**config.mk**
```make
export PLATFORM = sky130hd
export DESIGN_NAME = mc_control_fsm
export DESIGN_NICKNAME = d
export VERILOG_FILES = /design/src/rtl/mc_control_fsm.sv
export SDC_FILE = /design/constraint.sdc
export NUM_CORES = 1
export LEC_CHECK = 0
export CORE_MARGIN = 10
export CORE_UTILIZATION = 36
export CTS_BUF_LIST = sky130_fd_sc_hd__clkbuf_2 sky130_fd_sc_hd__clkbuf_4 sky130_fd_sc_hd__clkbuf_8
export DETAILED_ROUTE_END_ITERATION = 8
export GPL_TIMING_DRIVEN = 0
export PLACE_DENSITY = 0.78
export SYNTH_ARGS = -nofsm -noshare
export SYNTH_HDL_FRONTEND = slang
export SYNTH_SLANG_ARGS = --single-unit
export TNS_END_PERCENT = 5
```
**constraint.sdc**
```tcl
create_clock -name clk -period 2.1 [get_ports clk]
set_clock_uncertainty 0.15 [all_clocks]
set_input_delay 0.42 -clock clk [delete_from_list [all_inputs] [get_ports clk]]
set_output_delay 0.42 -clock clk [all_outputs]
set_load 0.01 [all_outputs]
```
**src/rtl/mc_control_fsm.sv**
```systemverilog
// Multi-cycle MIPS control sequencer: steps PC/IR/regfile/ALU/memory controls
// state by state from the IR opcode/funct fields, waiting on mem_ready.
module mc_control_fsm #(
  parameter bit TRAP_ILLEGAL = 1'b1
) (
  input  logic       clk,
  input  logic       reset,
  input  logic [5:0] opcode,
  input  logic [5:0] func,
  input  logic       mem_ready,
  output logic       pc_write,
  output logic       pc_write_cond,
  output logic       iord,
  output logic       mem_read,
  output logic       mem_write,
  output logic       ir_write,
  output logic       reg_dst,
  output logic       mem_to_reg,
  output logic       reg_write,
  output logic       jal,
  output logic       alu_src_a,
  output logic [1:0] alu_src_b,
  output logic [1:0] alu_op,
  output logic       zero_ext,
  output logic [1:0] pc_source,
  output logic       instr_done,
  output logic       illegal,
  output logic [3:0] state
);

  // state    | meaning
  // IDLE     | post-reset, all controls low
  // FETCH    | read instruction at PC, PC <= PC+4 on ready
  // DECODE   | branch target into ALUOut, dispatch on opcode
  // MEM_ADDR | effective address for lw/sw
  // MEM_RD   | data read, wait for ready
  // MEM_WB   | MDR -> rt
  // MEM_WR   | data write, wait for ready
  // R_EXEC   | ALU op from funct
  // R_WB     | ALUOut -> rd
  // BRANCH   | beq compare and conditional PC load
  // JUMP     | PC <= jump target
  // I_EXEC   | addi/ori ALU op
  // I_WB     | ALUOut -> rt
  // JR       | PC <= reg A
  // JAL      | $31 <= PC, PC <= jump target
  // HALT     | trapped on illegal opcode, exits only by reset
  typedef enum logic [3:0] {
    S_IDLE     = 4'd0,
    S_FETCH    = 4'd1,
    S_DECODE   = 4'd2,
    S_MEM_ADDR = 4'd3,
    S_MEM_RD   = 4'd4,
    S_MEM_WB   = 4'd5,
    S_MEM_WR   = 4'd6,
    S_R_EXEC   = 4'd7,
    S_R_WB     = 4'd8,
    S_BRANCH   = 4'd9,
    S_JUMP     = 4'd10,
    S_I_EXEC   = 4'd11,
    S_I_WB     = 4'd12,
    S_JR       = 4'd13,
    S_JAL      = 4'd14,
    S_HALT     = 4'd15
  } state_t;

  localparam logic [5:0] OP_RTYPE = 6'h00;
  localparam logic [5:0] OP_J     = 6'h02;
  localparam logic [5:0] OP_JAL   = 6'h03;
  localparam logic [5:0] OP_BEQ   = 6'h04;
  localparam logic [5:0] OP_ADDI  = 6'h08;
  localparam logic [5:0] OP_ORI   = 6'h0d;
  localparam logic [5:0] OP_LW    = 6'h23;
  localparam logic [5:0] OP_SW    = 6'h2b;
  localparam logic [5:0] FN_JR    = 6'h08;

  state_t state_q, state_d;
  logic   illegal_q, illegal_d;

  always_ff @(posedge clk) begin
    if (reset) begin
      state_q   <= S_IDLE;
      illegal_q <= 1'b0;
    end else begin
      state_q   <= state_d;
      illegal_q <= illegal_d;
    end
  end

  always_comb begin
    state_d       = state_q;
    illegal_d     = illegal_q;
    pc_write      = 1'b0;
    pc_write_cond = 1'b0;
    iord          = 1'b0;
    mem_read      = 1'b0;
    mem_write     = 1'b0;
    ir_write      = 1'b0;
    reg_dst       = 1'b0;
    mem_to_reg    = 1'b0;
    reg_write     = 1'b0;
    jal           = 1'b0;
    alu_src_a     = 1'b0;
    alu_src_b     = 2'b00;
    alu_op        = 2'b00;
    zero_ext      = 1'b0;
    pc_source     = 2'b00;
    instr_done    = 1'b0;

    case (state_q)
      S_IDLE: state_d = S_FETCH;

      S_FETCH: begin
        mem_read  = 1'b1;
        alu_src_b = 2'b01;
        if (mem_ready) begin
          ir_write = 1'b1;
          pc_write = 1'b1;
          state_d  = S_DECODE;
        end
      end

      S_DECODE: begin
        alu_src_b = 2'b11;
        case (opcode)
          OP_RTYPE:     state_d = (func == FN_JR) ? S_JR : S_R_EXEC;
          OP_LW, OP_SW: state_d = S_MEM_ADDR;
          OP_BEQ:       state_d = S_BRANCH;
          OP_J:         state_d = S_JUMP;
          OP_JAL:       state_d = S_JAL;
          OP_ADDI,
          OP_ORI:       state_d = S_I_EXEC;
          default: begin
            illegal_d = 1'b1;
            if (TRAP_ILLEGAL) begin
              state_d = S_HALT;
            end else begin
              instr_done = 1'b1;
              state_d    = S_FETCH;
            end
          end
        endcase
      end

      S_MEM_ADDR: begin
        alu_src_a = 1'b1;
        alu_src_b = 2'b10;
        state_d   = (opcode == OP_LW) ? S_MEM_RD : S_MEM_WR;
      end

      S_MEM_RD: begin
        mem_read = 1'b1;
        iord     = 1'b1;
        if (mem_ready) state_d = S_MEM_WB;
      end

      S_MEM_WB: begin
        mem_to_reg = 1'b1;
        reg_write  = 1'b1;
        instr_done = 1'b1;
        state_d    = S_FETCH;
      end

      S_MEM_WR: begin
        mem_write = 1'b1;
        iord      = 1'b1;
        if (mem_ready) begin
          instr_done = 1'b1;
          state_d    = S_FETCH;
        end
      end

      S_R_EXEC: begin
        alu_src_a = 1'b1;
        alu_op    = 2'b10;
        state_d   = S_R_WB;
      end

      S_R_WB: begin
        reg_dst    = 1'b1;
        reg_write  = 1'b1;
        instr_done = 1'b1;
        state_d    = S_FETCH;
      end

      S_BRANCH: begin
        alu_src_a     = 1'b1;
        alu_op        = 2'b01;
        pc_write_cond = 1'b1;
        pc_source     = 2'b01;
        instr_done    = 1'b1;
        state_d       = S_FETCH;
      end

      S_JUMP: begin
        pc_write   = 1'b1;
        pc_source  = 2'b10;
        instr_done = 1'b1;
        state_d    = S_FETCH;
      end

      S_I_EXEC: begin
        alu_src_a = 1'b1;
        alu_src_b = 2'b10;
        alu_op    = (opcode == OP_ORI) ? 2'b11 : 2'b00;
        zero_ext  = (opcode == OP_ORI);
        state_d   = S_I_WB;
      end

      // zero_ext stays valid through writeback so the immediate path is stable
      S_I_WB: begin
        reg_write  = 1'b1;
        zero_ext   = (opcode == OP_ORI);
        instr_done = 1'b1;
        state_d    = S_FETCH;
      end

      S_JR: begin
        pc_write   = 1'b1;
        pc_source  = 2'b11;
        instr_done = 1'b1;
        state_d    = S_FETCH;
      end

      S_JAL: begin
        jal        = 1'b1;
        reg_write  = 1'b1;
        pc_write   = 1'b1;
        pc_source  = 2'b10;
        instr_done = 1'b1;
        state_d    = S_FETCH;
      end

      S_HALT: state_d = S_HALT;

      default: state_d = S_IDLE;
    endcase
  end

  assign state   = state_q;
  assign illegal = illegal_q;

endmodule

```
# == Yosys cells after proc, flatten, opt, wreduce, memory -nomap -nowiden ==
# Index checks and enable logic that the tools add are counted.
# op_classes
n_eq_ne,26
muxes,25
bitwise,1
n_reduce_logical,17
# ops
operator,n
case mux 4 bit (9 select lines),1
== test 4 bit (second input constant),8
case mux 4 bit (6 select lines),1
== test 6 x 4 -> 1 bit (second input constant),3
case mux 2 bit (3 select lines),3
== test 4 x 3 -> 1 bit (second input constant),4
two-way mux 4 bit,4
OR reduction 8 bit,2
OR reduction 2 bit,7
== test 6 x 2 -> 1 bit (second input constant),2
== test 6 bit (second input constant),2
two-way mux 1 bit,12
== test 4 x 2 -> 1 bit (second input constant),2
OR reduction 4 bit,2
OR reduction 7 bit,1
== test 6 x 3 -> 1 bit (second input constant),1
zero test 6 bit,1
!= test 2 bit (second input constant),3
== test 4 x 1 -> 1 bit (second input constant),1
zero test 4 bit,1
two-way mux 2 bit,2
case mux 1 bit (2 select lines),2
AND reduction 3 bit,1
OR reduction 3 bit,1
other kinds (2),2
# totals
regBits,5
in_bits,15
out_inout_bits,24

# == Logic depth before layout (Yosys ltp) ==
# Gate-level depths: netlist of run 1.
# depth
word_depth,4
mapped_depth,6
mapped_depth_nobuf,5

# == Worst setup path after synthesis of run 1 ==
# No wires, ideal clock.
# synth_path
path_type,input -> output
startpoint,in opcode[1]
endpoint,out alu_op[1]
arrival_ns,1.536
required_time_ns,1.530
path_slack_ns,-0.006
path_stages,6
path_buffers,1
path_cell_list,buf_2 > nand4b_1 > or3_1 > or2_1 > nor2_1 > o21ba_1
# synth_between
elab_chain_len,3
# synth_lines
element,line,rtl
from (decl),8,"input logic [5:0] opcode,"
== test 6 x 4 -> 1 bit,205,alu_op = (opcode == OP_ORI) ? 2'b11 : 2'b00;
two-way mux 2 bit,205,
case mux 2 bit (3 select lines),110,case (state_q)
to (decl),23,"output logic [1:0] alu_op,"
# No other way between the ends.

# == Worst setup path in the final report of run 1 ==
# Same ends and word-level chain as after synthesis.

==> results.yml, run 1 <==
routing:
  detailed_route_drc_error_count: 0
  vias: 1010
  vias_per_cell: 5.52
  post_route_antenna_net_violation_count: 0
  drt_iter0_markers: 38
  route.detailed.wl_per_inst_um: 14.9
  final_wl_um: 2730
  detail_route.first_pass.iterations: 4
pwr:
  comb_power_share_pct: 65.4
  sequentialPowerShare_pct: 18.9
  internal_w: 0.000462
  swShare_pct: 42.0
  power.density_nw_per_um2: 642
  net-switching-power_w: 0.000335
  power.share.clock_pct: 15.7
  p_leak_nw: 0.561
  ir_drop_mv: 0.430
timing:
  rsz0062_at_grt: "yes"
  clock.fmax_ghz: 0.454
  period_utilisation_layout_pct: 105
  finalCriticalPeriod_ns: 2.20
  postLayoutSetupSlackWorst_ns: -0.102
  report.final.slew_viol_count: 0
  timing.hold.ws_ns: 0.298
  max-slew-margin-rel_pct: 68.0
  finalHoldViolCount: 0
  worst-slew-pin-transition_ns: 0.476
  endpoints_failing_setup: 2
floorplanning:
  die-area_um2: 4200
  design.core.area_um2: 1940
  die-width_um: 64.8
  floorplan.io_pins: 39
  die-height_um: 64.8
  initial_core_util_pct: 37.2
  std_cell_rows: 16
placement:
  place.detailed.hpwl_um: 2080
  dp_slack_ns: -1.08
  port_bufs: 36
  postPlaceCellArea_um2: 1120
  placed_cells: 175
  finalWeightedCongestion: 0.852
layout:
  finalInstanceArea_um2: 1240
  most-common-layout-cells: "sky130_fd_sc_hd__nor2_1, sky130_fd_sc_hd__buf_4, sky130_fd_sc_hd__nor3_1, sky130_fd_sc_hd__a21oi_1"
  synthToLayoutAreaGrowth_pct: 71.9
  most_common_cell_after_layout_fill_and_taps_aside: "sky130_fd_sc_hd__nor2_1"
  n_antenna_cell: 0
  post_route_cells_drive_above_1_share_pct: 31.4
  stdcell_count: 183
  final_stage_net_count: 172
worst_hold_path:
  timing.hold.worst.class: "reg2reg"
setup_path:
  criticalPathCategory: "in2out"
  worst_setup_path_start_kind: "primary input"
  crit_path_top_delay_cell: "sky130_fd_sc_hd__or3_4"
  timing.critical_path.cells: "buf_6 > nand4b_1 > or3_4 > or2_4 > nor2_4 > o21ba_4 > buf_6"
  arrival_ns: 1.63
  cp_slowest_stage_delay_ns: 0.36
  critical_path.max_fanout: 3
  critPathMostFrequentCell: "sky130_fd_sc_hd__buf_6"
  required_ns: 1.53
  critPathCaptureType: "primary output"
clocking:
  worstSkewPairLatency_ns: 0.24
  cts_sinks: 5
  tritoncts: "done"
  worst_setup_hold_path_clk_slew_ns: 0.05
  cts_htree_levels: 1
  clk_root_buffer_cell: "sky130_fd_sc_hd__clkbuf_4"
  cts-hold-fix-buffers: 0
  numCtsBuffers: 3
  cts_max_path_buffers: 2
flow_run:
  max_cap_violations: 0
logic_synthesis:
  synth-seq-cells: 5
  synth_async_sr_flop_share_pct: 0
  yosys.cell_types.count: 40
  yosysTopAreaCellShare_pct: 13.9
  synth.top_cells.by_area: "sky130_fd_sc_hd__dfxtp_1, sky130_fd_sc_hd__nor2_1, sky130_fd_sc_hd__a21oi_1, sky130_fd_sc_hd__nor3_1, sky130_fd_sc_hd__nand2b_1"
  netlist_area_um2: 722
  synth-main-ff-cell: "sky130_fd_sc_hd__dfxtp_1"
  post_synth_inst_count: 112
  synthesis.yosys.warnings: 0
  synthesis.nets: 127
  synth_area_per_cell_um2: 6.45
  synth.yosys.seq_area_share_pct: 13.9
  synth.largest_area_cell: "sky130_fd_sc_hd__dfxtp_1"
  count_of_flip_flops_with_a_built_in_enable_after_synthesis: 0
global_routing:
  globalRoute.totalOverflow: 0
  grt_antenna_before_repair: 0
  grt_start_max_net_pins: 11
  global_route_wire_length_before_repair_um: 4640
  vias_in_the_first_global_route: 985
  gr-usage-all-layers_pct: 12.9
run_status:
  failed_checks: "setup timing"
  status: "complete, but fails checks"
-- cell families (layout without fill, tap and decap cells) --
logic type | count (synthesis) | in the layout | synth area share, %
muxes | 1 | 1 | 1.39
buffers and inverters | 14 | 58 | 7.63
xor gates and xnor gates | 4 | 4 | 4.85
DFF | 5 | 5 | 13.9
AOI/OAI and AO/OA | 32 | 32 | 31.0
and+or+nand+nor | 56 | 56 | 41.2
-- what timing repair did --
item	4_1_cts	5_1_grt
gates cloned	0	0
gates resized for setup	82	38
buffers inserted	3	2
pin swaps	5	11
setup endpoints to repair	20	14
-- path summary, 6_finish.rpt --
check,startpoint,endpoint,cells past startpoint,slack [ns]
max,opcode[1],alu_op[1],7,-0.10
min,illegal,illegal,2,0.30
max reg2reg,state[2],state[2],4,0.35
min reg2reg,illegal,illegal,2,0.30
-- registers in the layout, summed over array words and instances (netlist names) --
signal,cells
illegal,1
state,4
-- power groups by stage --
stage	logic [W]	clock network, W	registers [W]
floorplan	0.000275	0	0.000143
global placement	0.000496	0	0.000140
detailed placement	0.000505	0	0.000139
CTS	0.000518	0.000128	0.000146
global route	0.000580	0.000135	0.000154
finish	0.000521	0.000125	0.000151
-- worst max-delay path: cells and delay by family --
family	cells	cell delay [ns]
and+or+nand+nor	4	0.90
buffers and inverters	2	0.18
AOI/OAI and AO/OA	1	0.13
-- stage by stage --
step                      utilization (%)  TNS (ns)  power, W
final                                63.9    -0.137  0.000797
after global routing                 63.9    -0.290  0.000870
after floorplan                         -         0  0.000418
after global placement               57.5     -8.97  0.000636
after CTS                            62.4    -0.653  0.000792
after detailed placement             57.5     -9.53  0.000644
-- per-layer routing --
metal  GRT usage, %  wire [um]  vias up
met5              0          0        -
met4           2.41         25        0
met3           5.15        315        4
met2           21.8       1270       47
met1           15.2       1120      457
li1               -          -      502
-- synth_stat cells, drive strengths merged (3+ instances only) --
master  count
a21oi       9
a221oi      3
clkbuf      8
dfxtp       5
inv         4
nand2       7
nand2b      6
nor2       15
nor2b       3
nor3        9
o21ai       6
-- cell type report --
type	count	area (um2)
flip-flops and latches	5	113
plain buffers	9	90.1
well taps	27	33.8
clock buffers	4	30.0
repair buffers	41	347
multi-input cells	93	613
inverters	4	15.0
fillers	179	701
No activity file was read; power rests on OpenSTA's default activity.
==> run 2: changes to the inputs <==
--- a/config.mk
+++ b/config.mk
@@ -6,11 +6,11 @@
 export NUM_CORES = 1
 export LEC_CHECK = 0
 export CORE_MARGIN = 10
-export CORE_UTILIZATION = 36
+export CORE_UTILIZATION = 43
 export CTS_BUF_LIST = sky130_fd_sc_hd__clkbuf_2 sky130_fd_sc_hd__clkbuf_4 sky130_fd_sc_hd__clkbuf_8
 export DETAILED_ROUTE_END_ITERATION = 8
 export GPL_TIMING_DRIVEN = 0
-export PLACE_DENSITY = 0.78
+export PLACE_DENSITY = 0.87
 export SYNTH_ARGS = -nofsm -noshare
 export SYNTH_HDL_FRONTEND = slang
 export SYNTH_SLANG_ARGS = --single-unit
==> constraint.sdc (replaced) <==
create_clock -name clk -period 2.65 [get_ports clk]
set_clock_uncertainty 0.15 [all_clocks]
set_input_delay 0.53 -clock clk [delete_from_list [all_inputs] [get_ports clk]]
set_output_delay 0.53 -clock clk [all_outputs]
set_load 0.01 [all_outputs]
==> run 2 against run 1 <==
  * The run now ends clean
  * Register-to-register slack improved by 0.49 ns
  * Die area decreased by 11%
  * Via count increased by 0.99%
  * First-iteration DRC count decreased by 16%
  * Power decreased by 21%
  * Largest power group unchanged
  * Sequential power decreased by 26%
==> results.yml, run 2 (synthesis results as in run 1) <==
timing:
  finalCriticalPeriod_ns: 2.59
  postLayoutSetupSlackWorst_ns: 0.0607
  tns_ns: 0
  max-slew-margin-rel_pct: 62.8
  report.final.slew_viol_count: 0
  clock.fmax_ghz: 0.386
  endpoints_failing_setup: 0
  rsz0062_at_grt: "no"
  worst-slew-pin-transition_ns: 0.552
  finalHoldViolCount: 0
  period_utilisation_layout_pct: 97.7
global_routing:
  globalRoute.totalOverflow: 0
  grt_antenna_before_repair: 0
  gr-usage-all-layers_pct: 14.4
  grt_start_max_net_pins: 11
  vias_in_the_first_global_route: 928
  global_route_wire_length_before_repair_um: 4320
clocking:
  cts_sinks: 5
  worstSkewPairLatency_ns: 0.23
  worst_setup_hold_path_clk_slew_ns: 0.04
  cts_htree_levels: 1
  cts_max_path_buffers: 2
  clk_root_buffer_cell: "sky130_fd_sc_hd__clkbuf_4"
  numCtsBuffers: 3
  tritoncts: "done"
pwr:
  internal_w: 0.000371
  sequentialPowerShare_pct: 17.7
  ir_drop_mv: 0.427
  power.share.clock_pct: 14.9
  net-switching-power_w: 0.000256
  comb_power_share_pct: 67.4
  swShare_pct: 40.8
  power.density_nw_per_um2: 541
  p_leak_nw: 0.488
layout:
  most_common_cell_after_layout_fill_and_taps_aside: "sky130_fd_sc_hd__clkdlybuf4s50_1"
  largest_reg_flops: 4
  post_route_cells_drive_above_1_share_pct: 16.2
  most-common-layout-cells: "sky130_fd_sc_hd__clkdlybuf4s50_1, sky130_fd_sc_hd__nor2_1, sky130_fd_sc_hd__nor3_1, sky130_fd_sc_hd__a21oi_1, sky130_fd_sc_hd__clkbuf_4"
  final_stage_net_count: 170
  synthToLayoutAreaGrowth_pct: 60.7
  n_antenna_cell: 0
worst_hold_path:
  timing.hold.worst.class: "reg2reg"
  hold_depth: 2
flow_run:
  max_cap_violations: 0
routing:
  route.met3.wl_um: 218
  vias_per_cell: 6.00
  drt_iter0_markers: 32
  final_wl_um: 2760
  vias: 1020
  post_route_antenna_net_violation_count: 0
  met2RoutedLength_um: 1480
  route.detailed.wl_per_inst_um: 16.2
  routedLengthMet1_um: 1020
  detail_route.first_pass.iterations: 4
  dr.max_layer_used: "met4"
  detailed_route_drc_error_count: 0
setup_path:
  arrival_ns: 1.91
  criticalPathCategory: "reg2out"
  timing.rr.start: "state[1]"
  r2r-end: "state[2]"
  ff2ff_path_depth: 4
  setup.reg_to_reg.worst_slack_ns: 0.84
  worst_setup_path_startpoint: "state[1]"
  critPathCapture: "pc_write"
  critPathCaptureType: "primary output"
  critical_path.max_fanout: 10
  worst_setup_path_start_kind: "flop"
  required_ns: 1.97
floorplanning:
  design.core.area_um2: 1540
  die-area_um2: 3720
  floorplan.io_pins: 39
  initial_core_util_pct: 46.8
  die-height_um: 61.0
  die-width_um: 61.0
  std_cell_rows: 14
placement:
  port_bufs: 36
  dp_slack_ns: -0.731
  finalWeightedCongestion: 0.880
  place.detailed.hpwl_um: 2220
run_status:
  status: "complete, no violations"
run 2: changes by cell type in the layout (fill, tap and decap cells not counted), moves of 2 or more:
cell	before	now
sky130_fd_sc_hd__clkdlybuf4s50_1	8	27
sky130_fd_sc_hd__buf_4	9	4
sky130_fd_sc_hd__dlygate4sd2_1	8	3
sky130_fd_sc_hd__clkbuf_8	3	0
sky130_fd_sc_hd__dfxtp_1	1	4
sky130_fd_sc_hd__dfxtp_4	3	0
sky130_fd_sc_hd__dlymetal6s2s_1	4	1
sky130_fd_sc_hd__clkbuf_2	5	3
sky130_fd_sc_hd__clkbuf_4	6	8
run 2: layout make-up:
type / instances / area [um2]
multi-input cells: 93 / 574
fillers: 123 / 382
repair buffers: 38 / 349
flip-flops and latches: 5 / 101
plain buffers: 10 / 70.1
clock buffers: 4 / 30.0
well taps: 16 / 20.0
inverters: 4 / 15.0
run 2: per-layer routing:
metal | vias to the layer above | global-route usage, %
li1 | 495 | -
met1 | 480 | 15.7
met2 | 39 | 27.8
met3 | 6 | 1.46
met4 | 0 | 4.70
met5 | - | 0
run 2: per-stage QoR:
step	power, W	hold WS, ns	cells	utilization (%)	area [um2]
final	0.000627	0.299	170	75.2	1160
after CTS	0.000624	0.299	170	75.2	1160
after global routing	0.000673	0.334	170	75.2	1160
after global placement	0.000504	0.285	164	71.5	1100
after detailed placement	0.000514	0.293	164	71.5	1100
after floorplan	0.000331	0.313	112	-	722
run 2: worst max-delay path: stages, from the launching register on:
cell                              delay [ns]
sky130_fd_sc_hd__dfxtp_1                0.43
sky130_fd_sc_hd__buf_4                  0.22
sky130_fd_sc_hd__nor2_1                 0.08
sky130_fd_sc_hd__and3_1                 0.18
sky130_fd_sc_hd__or2_2                  0.28
sky130_fd_sc_hd__clkdlybuf4s50_1        0.48
run 2: power by group through the flow:
stage | Sequential (W) | Clock, W | Combinational (W)
final | 0.000111 | 0.0000932 | 0.000423
after global routing | 0.000112 | 0.000100 | 0.000461
after CTS | 0.000109 | 0.0000974 | 0.000417
after detailed placement | 0.000111 | 0 | 0.000403
after global placement | 0.000110 | 0 | 0.000394
after floorplan | 0.000113 | 0 | 0.000218
run 2: worst min-delay path by stage:
stage	slack, ns	startpoint	endpoint
CTS	0.30	illegal	illegal
global route	0.33	illegal	illegal
floorplan	0.31	illegal	illegal
finish	0.30	illegal	illegal
detailed placement	0.29	illegal	illegal
global placement	0.29	illegal	illegal
run 2: repair_timing:
action / in CTS / in global routing
setup endpoints to repair: 15 / 10
gates resized for setup: 29 / 15
hold buffers: 0 / 0
pin swaps: 3 / 3
setup buffers: 2 / 0
gates cloned: 0 / 0
